===== src/rtl/inst_fetch.sv =====
// inst_fetch: RV32I fetch stage with credit-limited imem requests, fetch buffer and redirect flush
// Ports: Clk/Rst (async active-high); Imem_Req_* request channel out; Imem_Rsp_* in-order
// response words in; PC_Sel/Branch_Target redirect; Stall holds the head entry;
// Instruction/Instr_PC/Instr_Valid present the buffer head to decode.
module inst_fetch #(
  parameter logic [31:0] RESET_PC   = 32'h0000_0000,
  parameter int          FIFO_DEPTH = 2,
  parameter logic [31:0] NOP_INSTR  = 32'h0000_0013
) (
  input  logic        Clk,
  input  logic        Rst,
  output logic        Imem_Req_Valid,
  input  logic        Imem_Req_Ready,
  output logic [31:0] Imem_Req_Addr,
  input  logic        Imem_Rsp_Valid,
  input  logic [31:0] Imem_Rsp_Data,
  input  logic        PC_Sel,
  input  logic [31:0] Branch_Target,
  input  logic        Stall,
  output logic [31:0] Instruction,
  output logic [31:0] Instr_PC,
  output logic        Instr_Valid
);
  localparam int PW = (FIFO_DEPTH > 1) ? $clog2(FIFO_DEPTH) : 1;
  localparam int CW = $clog2(FIFO_DEPTH + 1);
  localparam logic [CW:0] DEPTH_C = (CW + 1)'(FIFO_DEPTH);
  typedef enum logic {FETCH, FLUSH} state_t;
  state_t state, state_nx;
  logic [31:0] fetch_pc, last_pc;
  logic [CW-1:0] outstanding, out_nx, drop, drop_nx, fifo_count;
  logic [CW:0] used;
  logic [31:0] fifo_data [FIFO_DEPTH];
  logic [31:0] fifo_pc [FIFO_DEPTH];
  logic [31:0] pcq [FIFO_DEPTH];
  logic [PW-1:0] head, tail, pcq_head, pcq_tail;
  logic accept, rsp, push, pop;
  function automatic logic [PW-1:0] inc(input logic [PW-1:0] p);
    return (p == PW'(FIFO_DEPTH - 1)) ? '0 : p + 1'b1;
  endfunction
  assign Imem_Req_Addr = fetch_pc;
  assign Instr_Valid   = fifo_count != '0;
  assign Instruction   = Instr_Valid ? fifo_data[head] : NOP_INSTR;
  assign Instr_PC      = Instr_Valid ? fifo_pc[head] : last_pc;
  always_comb begin
    used           = {1'b0, outstanding} + {1'b0, fifo_count};
    // Credit counts both in-flight and buffered words so a response always has a slot.
    Imem_Req_Valid = !Rst && (state == FETCH) && (used < DEPTH_C);
    accept         = Imem_Req_Valid && Imem_Req_Ready;
    rsp            = Imem_Rsp_Valid && (outstanding != '0);
    push           = rsp && (state == FETCH) && !PC_Sel;
    pop            = Instr_Valid && !Stall && !PC_Sel;
    out_nx         = outstanding + CW'(accept) - CW'(rsp);
    // Every request still in flight after a redirect belongs to the old path.
    drop_nx        = PC_Sel ? out_nx : (state == FLUSH && rsp) ? drop - CW'(1) : drop;
    state_nx       = PC_Sel ? ((out_nx != '0) ? FLUSH : FETCH)
                   : (state == FLUSH && drop_nx == '0) ? FETCH : state;
  end
  always_ff @(posedge Clk or posedge Rst) begin
    if (Rst) begin
      state       <= FETCH;
      fetch_pc    <= RESET_PC;
      outstanding <= '0;
      drop        <= '0;
      fifo_count  <= '0;
      head        <= '0;
      tail        <= '0;
      pcq_head    <= '0;
      pcq_tail    <= '0;
      last_pc     <= '0;
    end else begin
      state       <= state_nx;
      outstanding <= out_nx;
      drop        <= drop_nx;
      fetch_pc    <= PC_Sel ? (Branch_Target & 32'hFFFF_FFFC) : accept ? fetch_pc + 32'd4 : fetch_pc;
      pcq_tail    <= accept ? inc(pcq_tail) : pcq_tail;
      pcq_head    <= rsp ? inc(pcq_head) : pcq_head;
      last_pc     <= Instr_PC;
      fifo_count  <= PC_Sel ? '0 : fifo_count + CW'(push) - CW'(pop);
      head        <= PC_Sel ? '0 : pop ? inc(head) : head;
      tail        <= PC_Sel ? '0 : push ? inc(tail) : tail;
    end
  end
  always_ff @(posedge Clk) begin
    if (accept) pcq[pcq_tail] <= fetch_pc;
    if (push) begin
      fifo_data[tail] <= Imem_Rsp_Data;
      fifo_pc[tail]   <= pcq[pcq_head];
    end
  end
endmodule

===== config.mk =====
export PLATFORM = sky130hd
export DESIGN_NAME = inst_fetch
export DESIGN_NICKNAME = d
export VERILOG_FILES = /design/src/rtl/inst_fetch.sv
export SDC_FILE = /design/constraint.sdc
export NUM_CORES = 1
export LEC_CHECK = 0
export CORE_ASPECT_RATIO = 0.75
export CORE_UTILIZATION = 46
export DETAILED_ROUTE_END_ITERATION = 10
export PLACE_DENSITY = 0.7
export SLEW_MARGIN = 30
export SYNTH_ARGS = -nofsm -noshare
export SYNTH_HDL_FRONTEND = slang
export SYNTH_SLANG_ARGS = --single-unit

===== constraint.sdc =====
create_clock -name Clk -period 4.17 [get_ports Clk]
set_input_delay 0.834 -clock Clk [delete_from_list [all_inputs] [get_ports Clk]]
set_output_delay 0.834 -clock Clk [all_outputs]
set_load 0.02 [all_outputs]

======== After elaboration in Yosys (flattened, before gate mapping) ========
Memory sizes are Yosys's and may differ from the RTL's.
Index checks and enable logic that the tools add are counted.
cells by class
  $add $sub $neg .......................... 11
  multiply operators ...................... 0
  divide/modulo/power cells ............... 0
  $lt $le $gt $ge ......................... 1
  eq/ne operators ......................... 0
  shifts and indexed selects .............. 0
  multiplexer cells ....................... 22
  bitwise gates (word level) .............. 1
  reduce and logical (&&, ||, !) cells .... 21
operators with widths
  cell                                                number
  two-way mux 32 bit                                  4
  adder 32 x 3 -> 32 bit, second input constant       1
  two-way mux 1 bit                                   15
  nonzero test 2 bit                                  7
  logical AND 1 bit                                   10
  two-way mux 2 bit                                   3
  adder 1 bit, second input constant                  4
  adder 2 x 1 -> 2 bit                                2
  subtractor 2 x 1 -> 2 bit                           2
  adder 2 x 2 -> 3 bit                                1
  zero test 1 bit                                     3
  < comparator 3 x 2 -> 1 bit, second input constant  1
  zero test 2 bit                                     1
  subtractor 2 x 1 -> 2 bit, second input constant    1
  inverter 1 bit                                      1
word-level totals
  bits in registers ....................... 75
  bits in latches ......................... 0
  memory bits (writable) .................. 192
  memory bits (read-only) ................. 0
  input bits .............................. 70
  output and inout port bits .............. 98
  logic and storage cells ................. 69
  memories kept ........................... 3
memories
  memory     depth  bits a word  read ports  clocked after Yosys merged registers in  write ports  line  text
  fifo_data  2      32           1           0                                        1            32    logic [31:0] fifo_data [FIFO_DEPTH];
  fifo_pc    2      32           1           0                                        1            33    logic [31:0] fifo_pc [FIFO_DEPTH];
  pcq        2      32           1           0                                        1            34    logic [31:0] pcq [FIFO_DEPTH];

======== Longest topological paths before layout ========
Gate-level depths: netlist of the first run.
  word-level depth ........................ 11
  gate-level depth with buffers ........... 13
  depth with buffers taken out ............ 12

======== Least setup slack after synthesis of the first run ========
No wires, ideal clock.
  kind .................................... input -> register
  start point ............................. input port PC_Sel
  end point ............................... memory fifo_data[0][0] (enable)
  library setup time ...................... 0.482 ns
  arrival time ............................ 4.075 ns
  required time ........................... 3.688 ns
  slack ................................... -0.388 ns
  cell stages on the path ................. 5
  buffers on the path ..................... 2
  cell sequence ........................... clkbuf_1 > inv_1 > clkbuf_1 > nand2_1 > nor2_1
on the way
  word-level cells in the longest chain between the ends .. 4
RTL lines
  item                                     line  text
  start, declared                          17    input logic PC_Sel,
  zero test 1 bit                          50    push = rsp && (state == FETCH) && !PC_Sel;
  logical AND 1 bit                        50
  two-way mux 1 bit                        85    if (push) begin
  two-way mux 1 bit (implied by the code)  86    fifo_data[tail] <= Imem_Rsp_Data;
  end, declared                            32
No other way between the ends.

======== Worst setup path in the final report of the first run ========
  start point ............................. register fifo_count[0]
  end point ............................... output port Imem_Req_Valid
on the way
  word-level cells in the longest chain between the ends .. 3
RTL lines
  item                         line  text
  start, declared              30    logic [CW-1:0] outstanding, out_nx, drop, drop_nx, fifo_count;
  start signal, assigned       78    fifo_count <= PC_Sel ? '0 : fifo_count + CW'(push) - CW'(pop);
  adder 2 x 2 -> 3 bit         45    used = {1'b0, outstanding} + {1'b0, fifo_count};
  < comparator 3 x 2 -> 1 bit  47    Imem_Req_Valid = !Rst && (state == FETCH) && (used < DEPTH_C);
  logical AND 1 bit            47
  end, declared                12    output logic Imem_Req_Valid,
No other way between the ends.

==> results of run 1 <==
## routing by layer
metal | vias to the layer above | share of wire (%) | GRT usage [%]
met1 | 2933 | 44 | 26.05
met2 | 182 | 49 | 33.54
li1 | 2805 | - | -
met4 | 0 | 1.4 | 4.425
met3 | 28 | 5.5 | 3.001
met5 | - | 0 | 0
## area by class of cell
| type | instances | area [um2] | area share, % |
|---|---|---|---|
| clock inverter | 9 | 68.82 | 0.5324 |
| timing repair buffer | 176 | 1774 | 13.73 |
| sequential | 257 | 7356 | 56.91 |
| clock buffer | 39 | 740.7 | 5.731 |
| tap | 288 | 360.3 | 2.788 |
| multi-input combinational | 377 | 2579 | 19.95 |
| inverter | 12 | 46.29 | 0.3582 |
## cells in the mapped netlist (2+ instances only)
cell type	instances
edfxtp_1	184
dfrtp_1	73
nand2_1	72
mux2i_1	64
o21ai_0	46
nor2_1	39
mux2_2	31
clkbuf_1	21
xor2_1	19
o21ai_1	17
nand3_1	15
xnor2_1	14
inv_1	12
nand4_1	11
and3_1	9
buf_1	9
and2_1	5
ha_1	5
nor3_1	4
nor2b_1	3
or3_1	3
a21oi_1	2
a31oi_1	2
and4_1	2
buf_4	2
nor4_4	2
## per-stage QoR
step	util, %	hold slack (ns)	setup slack [ns]	power, mW
2_1_floorplan	-	0.4604	0.5468	4.819
3_3_place_gp	56.89	0.4692	0.7720	5.797
3_5_place_dp	56.89	0.4686	0.7559	5.902
4_1_cts	60.69	0.4819	0.3849	8.117
5_1_grt	60.69	0.5140	0.3314	8.418
6_report	60.69	0.4810	0.4205	8.031
## worst max-delay path, stage by stage (launching register included)
cell	delay (ns)
dfrtp_1	0.42
and2_1	0.17
fa_1	0.43
or4_4	0.63
inv_1	0.13
clkdlybuf4s50_1	0.61
## worst min-delay path by stage
stage / startpoint / to / slack [ns] / cells past startpoint
2_1_floorplan: pcq_tail / pcq_tail / 0.46 / 1
3_3_place_gp: last_pc[0] / last_pc[0] / 0.47 / 1
3_5_place_dp: last_pc[0] / last_pc[0] / 0.47 / 1
4_1_cts: last_pc[0] / last_pc[0] / 0.48 / 1
5_1_grt: last_pc[0] / last_pc[0] / 0.51 / 1
6_report: last_pc[0] / last_pc[0] / 0.48 / 1
## registers in the layout, summed over array words and instances, names as in the netlist
signal	count
Imem_Req_Addr	30
drop	2
fifo_count	2
head	1
last_pc	32
outstanding	2
state	1
tail	1
fifo_pc	60
fifo_data	64
pcq	60
pcq_head	1
pcq_tail	1
## power by group
part	total [mW]	switching [mW]	internal [mW]
sequential	3.47	0.255	3.21
clock	2.19	0.908	1.29
combinational	2.37	1.31	1.06
total	8.03	2.47	5.56
## logic make-up (layout without fill, tap and decap cells)
family | after synthesis | after routing | synth area share [%]
DFF | 257 | 257 | 72.89
other | 1 | 2 | 0.03718
adders and majority gates | 6 | 6 | 0.8187
buffers and inverters | 45 | 236 | 1.823
AOI/OAI and AO/OA | 70 | 70 | 3.585
xor gates and xnor gates | 33 | 33 | 2.865
muxes | 95 | 95 | 9.811
and+or+nand+nor | 171 | 171 | 8.174
==> run summary, run 1 <==
For the worst setup path, the data required time is 3.34 ns. The logs give 12920 um2 for the post-route cell area and 678 for the count of mapped cells out of synthesis. Data on the critical path arrives at its endpoint at 2.92 ns.

Yosys mapped a number of flops with a built-in enable equal to 184. The floorplan step set the die width to 173.0 um. The share of synthesized area in the top cell type comes to 54.78%. The synthesis-to-finish area growth was 28.13%. In this run the worst setup path terminates at Imem_Req_Valid. Clock latency on the worst-skew pair, taken at its later pin, is 0.52 ns. The run gives 0 as the number of DRC violations after detailed routing. The clock slew seen by the registers of the worst setup and hold paths was 0.06 ns; the count of antenna-violating nets left after detailed routing was 0.

The tools report the sequential-to-total area share from yosys stat as 72.89%. In this run the vertical extent of the chip is 130.2 um. The launching element of the worst setup path was fifo_count[0]. The critical-path maximum fanout came out at 6. The first global-routing pass estimated 34.03 mm of wire. The average size of a mapped cell was 14.88 um2.

In this run the power density over the cells is 621.3 nW/um2. The count of buffers added on input and output ports is 163. For the placement row count, the log shows 46. The worst setup path is launched from a flip-flop. Headroom to the max-slew limit came out at 42.49%. Counting flops with an async set or reset pin after synthesis yields a share of 28.40%. The average via count per standard cell was 5.136; the starting utilization of the core area was 47.37%.

In this run the standard cell core region covers 21300 um2. The via count of the first global-routing pass is 6224. The clock period could shrink to 3.749 ns. After routing, the total negative slack on setup checks comes to 0 ns. The run gives 1.04 ns as the setup slack of the most critical reg-to-reg path. The max-slew violation count was 0. The count of non-filler cells in the finished layout is 1158, and the cell total after placement is 1110. The final critical path takes up 89.92% of the cycle. The worst setup path is captured at a primary output. The cell accounting for the most synthesized area is edfxtp_1. The repair_antennas step left the layout with diodes totalling 0.

The number of setup buffers added after CTS is 0. The logs give 168 for the number of top-level pins and 21.48 mm for the routed wire length. Number of H-tree levels: 1. The via total after detailed routing is 5948. The run gives 341 as the violation count after the first detailed-routing iteration. The clock tree buffer depth is 3. Cells with a size suffix above 1 make up 10.46% of the layout. Summed over all cells, the static leakage comes to 4.590 nW. Synthesis inferred 257 register bits.

The root buffer cell chosen for the clock tree is clkbuf_16. The mapped netlist covers 10090 um2. The worst register-to-register path ends at Imem_Req_Addr[28]. The count of clock tree sinks was 257. Once placement finished, the instance area stood at 12120 um2. The main flop type after synthesis is edfxtp_1. Commonest non-fill, non-tap cell in the layout: edfxtp_1. Across the VDD grid, the largest voltage drop is 469.4 uV. Fill cells in the final layout number 1632. For the pin with the worst max-slew slack, the measured transition is 0.8626 ns. For this run, the post-layout net count is 926.

In the layout the commonest cells are edfxtp_1, clkdlybuf4s50_1, dfrtp_1, nand2_1, mux2i_1. The count of TritonRoute iterations in the first routing pass is 5, and the overall overflow remaining after global route is 0. The run gives 0 as the final-report setup violation count.

TritonCTS built the clock tree. Entering global routing, the biggest net connects 76 pins. Ranked by total cell area, the synthesized netlist is headed by edfxtp_1, dfrtp_1, mux2i_1, mux2_2, nand2_1. The number of buffers created by CTS came out at 26.

The max capacitance violation total came out at 0. The path type of the worst min-delay path is reg -> reg. Across every metal layer, demand over resource in global routing totals 19.36%. The die covers 22530 um2. The critical path is of the reg -> out type. The flow ran to the end, and the final reports show no timing, DRC or antenna violations. The maximum clock rate was 266.7 MHz; the number of different library cells in the post-synthesis netlist was 38. Setup repair after global routing left no endpoint under its margin. The run gives 0 as the quantity of gates resized following cts. The worst register-to-register path has a depth of 7. The start of the worst register-to-register path is fifo_count[0]. After detailed routing, the average wire length per cell comes to 18.55 um. The hold violation count in the final report was 0; the placed wire-length estimate after detailed placement was 14.13 mm. Initial antenna violation count: 0.

Buffers inserted to repair hold after CTS numbered 0. The tools report the count of warnings emitted by yosys as 0. The logs give 0.8021 for the placer's final routability congestion estimate and 0.01468 ns for the worst clock skew on the final layout.
(Power assumes the default switching activity.)
==> inputs of run 2 (changes only) <==
--- a/config.mk
+++ b/config.mk
@@ -7,8 +7,10 @@
 export LEC_CHECK = 0
 export CORE_ASPECT_RATIO = 0.75
 export CORE_UTILIZATION = 46
+export CTS_CLUSTER_SIZE = 40
 export DETAILED_ROUTE_END_ITERATION = 10
 export PLACE_DENSITY = 0.7
+export RECOVER_POWER = 100
 export SLEW_MARGIN = 30
 export SYNTH_ARGS = -nofsm -noshare
 export SYNTH_HDL_FRONTEND = slang
==> constraint.sdc (replaced) <==
create_clock -name Clk -period 4.17 [get_ports Clk]
set_input_delay 1.0425 -clock Clk [delete_from_list [all_inputs] [get_ports Clk]]
set_output_delay 1.0425 -clock Clk [all_outputs]
set_load 0.02 [all_outputs]
==> run 2 against run 1 <==
  * Flip-flop and latch count did not move
  * Cell count fell by 0.26%
  * First-iteration DRC count fell by 5.0%
  * Hold slack got worse by 0.0075 ns
  * Global-route usage fell by 0.53 points
  * Total power fell by 4.8%
  * Register-to-register slack got worse by 0.62 ns
  * Core utilization fell by 0.95 points
==> run summary, run 2 (synthesized netlist as in run 1, its figures left out) <==
The run finished with clean final reports. The largest registers in the layout are fifo_data: 64 flops, fifo_pc: 60 flops, pcq: 60 flops. The via total after detailed routing is 6002 (+0.91%). The placed wire-length estimate after detailed placement came out at 13.77 mm (-2.6%).

Leakage dissipation: 4.660 nW (+1.5%). The number of buffers created by CTS was 25 (-3.8%); the worst supply voltage drop on vdd was 337.2 uV (-28%). For the final-stage net count, the log shows 925 (-0.11%).

The clock period minus final worst setup slack was 3.985 ns (+0.2360 ns). The library cells used most frequently in the layout, excluding fill and tap cells, are edfxtp_1, dlygate4sd3_1, dfrtp_1, nand2_1, mux2i_1. The worst setup slack before clock tree synthesis is 0.2869 ns (-0.4690 ns).

The run gives 0 ns (unchanged) as the setup total negative slack. The number of cells traversed by the worst register-to-register path came out at 7 (unchanged). In this run the most critical hold path is launched from last_pc[0].

The logs give 0 (unchanged) for the number of DRC violations after detailed routing and 0.4735 ns (-0.007478 ns) for the final-layout worst hold slack. The capturing element type of the critical path was a primary output. Counting flops per register, the top entry is fifo_data.

The run gives 12720 um2 (-1.6%) as the post-route cell area. In this run the critical register-to-register path is launched from fifo_count[0]. Average wire length per cell after detail routing: 18.12 um (-2.3%). The number of top-level pins is 168 (unchanged). The number of fill cells in the layout is 1653 (+1.3%), and the count of non-filler cells in the finished layout is 1155 (-0.26%).

The longest individual stage delay on the worst path was 0.69 ns (+0.06 ns); the worst endpoint required time was 3.13 ns (-0.21 ns). The tools report the placement row count as 46 (unchanged). For the placer's final routability congestion estimate, the log shows 0.8244 (+2.8%). The setup slack of the most critical reg-to-reg path was 0.42 ns (-0.62 ns). The fraction of the cycle the final worst path needs is 95.57% (+5.7 points), and the final antenna diode count is 0 (unchanged). TritonCTS built the clock tree. The hold path depth was 1 (unchanged); the height of the die was 130.2 um (unchanged). The area of the core is 21300 um2 (unchanged), and the area of the die is 22530 um2 (unchanged). The max capacitance violation total was 0 (unchanged). The fraction of final layout cells with drive strength greater than 1 came out at 6.113% (-4.3 points).

The latest clock arrival within the worst-skew pair was 0.51 ns (about the same). The total routing resource utilization after global routing is 18.83% (-0.53 points), and the worst clock skew on the final layout is 0.007708 ns (-0.006967 ns). Number of flip-flops under the largest register name: 64 (unchanged).

Setup repair after global routing left no endpoint under its margin. The tools report the maximum clock rate as 250.9 MHz (-5.9%). Measured slew at the worst slew-check pin: 1.349 ns (+0.4866 ns). The die span in x was 173.0 um (unchanged); the critical-path maximum fanout was 6 (unchanged).

Walking the worst path, the cells encountered are dlygate4sd3_1 > or4_4 > inv_1 > dlygate4sd3_1. Global-route wire length before repair: 33.13 mm (-2.6%). The buffers inserted during post-CTS setup optimization is 0 (unchanged), and the clock slew seen by the registers of the worst setup and hold paths is 0.06 ns (about the same).

The number of buffers added on ports works out to 163 (unchanged). The tools report the maximum number of pins on one net before global-route repair as 76 (unchanged). The area of combinational cells with multiple inputs is 2527 um2 (-2.0%), and the arrival time of the worst setup path is 2.94 ns (+0.02 ns). The logs give 0 (unchanged) for the count of antenna-violating nets left after detailed routing and 257 (unchanged) for the count of clock tree sinks. The number of H-tree levels is 1 (unchanged), and the quantity of gates resized following cts is 0 (unchanged). The tools report the cell at the root of the clock tree as clkbuf_16.

The post-layout total power is 7.647 mW (-4.8%). The largest individual stage delay along the critical path comes from the cell dlygate4sd3_1. The violation count after the first detailed-routing iteration is 324 (-5.0%). For the max-slew violation count, the log shows 0 (unchanged). The number of hold buffers added after CTS was 0 (unchanged).

The cell total after placement was 1110 (unchanged). The clock tree buffer depth was 3 (unchanged). The relative slew slack was 10.05% (-32 points); the final design utilization was 59.75% (-0.95 points). The critical path in this run is classified as in -> out.

The run gives 4 (-1) as the count of TritonRoute iterations in the first routing pass. Final-report setup violation count: 0 (unchanged). The library cell used most frequently in the layout, excluding fill and tap cells, is edfxtp_1.

The synthesis-to-finish area growth is 26.14%. The dominant cell type by count on the critical path is dlygate4sd3_1. The run gives 20.93 mm (-2.5%) as the routed wire length.

The path with the worst hold slack has its endpoint at last_pc[0]. The via count of the first global-routing pass is 6227 (+0.048%). Path type of the worst min-delay path: reg -> reg. The overall overflow remaining after global route is 0 (unchanged).

The logs give 7356 um2 (unchanged) for the area of all sequential standard cells and 0 (unchanged) for the initial antenna violation count. The hold violation count in the final report was 0 (unchanged). The worst register-to-register path ends at pcq[0][18]. The post-layout worst setup margin is 0.1845 ns (-0.2360 ns), and the post-place instance area is 12120 um2 (about the same).

STA classifies the critical path startpoint as an input port. The power density over cell area was 601.0 nW/um2 (-3.3%). The starting utilization of the core area was 47.37% (unchanged); the average via count per standard cell was 5.197 (+1.2%).
-- run 2: changes by cell type in the layout (fill, tap and decap cells not counted), moves of 3 or more --
cell | previous run | this run
buf_12 | 4 | 1
buf_4 | 9 | 3
clkbuf_1 | 10 | 17
clkbuf_2 | 0 | 3
clkdlybuf4s50_1 | 162 | 35
dlygate4sd3_1 | 0 | 127
mux2_1 | 0 | 21
mux2_2 | 31 | 10
o21ai_0 | 46 | 57
o21ai_1 | 17 | 6
-- run 2: how the worst max path moves through the flow --
stage                        from         endpoint  slack [ns]  cells after the start
finish                        Rst   Imem_Req_Valid        0.18                      4
global route                 head  Instruction[19]        0.07                      4
CTS                 fifo_count[0]   Imem_Req_Valid        0.20                      5
detailed placement            Rst   Imem_Req_Valid        0.29                      4
global placement              Rst   Imem_Req_Valid        0.36                      4
floorplan                  PC_Sel  fifo_data[0][0]        0.43                      5
-- run 2: final cells by class --
cell class / instances / area share (%)
Inverter: 12 / 0.3934
Clock buffer: 38 / 5.458
Sequential cell: 257 / 57.81
Tap cell: 288 / 2.832
Multi-Input combinational cell: 377 / 19.86
Clock inverter: 7 / 0.2262
Timing Repair Buffer: 176 / 13.41
-- run 2: layer usage --
| layer | GRT usage, % | routed length (um) |
|---|---|---|
| met4 | 4.997 | 374 |
| met3 | 3.263 | 1232 |
| met5 | 0 | 0 |
| met1 | 25.95 | 9424 |
| met2 | 31.31 | 9903 |
-- run 2: worst max-delay path: cells and delay by family --
| kind | cells | cell delay, ns |
|---|---|---|
| buf+inv | 3 | 1.41 |
| simple gates | 1 | 0.49 |
-- run 2: power breakdown --
part | leakage [nW] | internal [mW] | switching [mW] | total (mW)
logic | 1.74 | 0.894 | 1.27 | 2.16
clock network | 0.351 | 1.14 | 0.882 | 2.02
registers | 2.57 | 3.22 | 0.243 | 3.46
total | 4.66 | 5.25 | 2.39 | 7.65
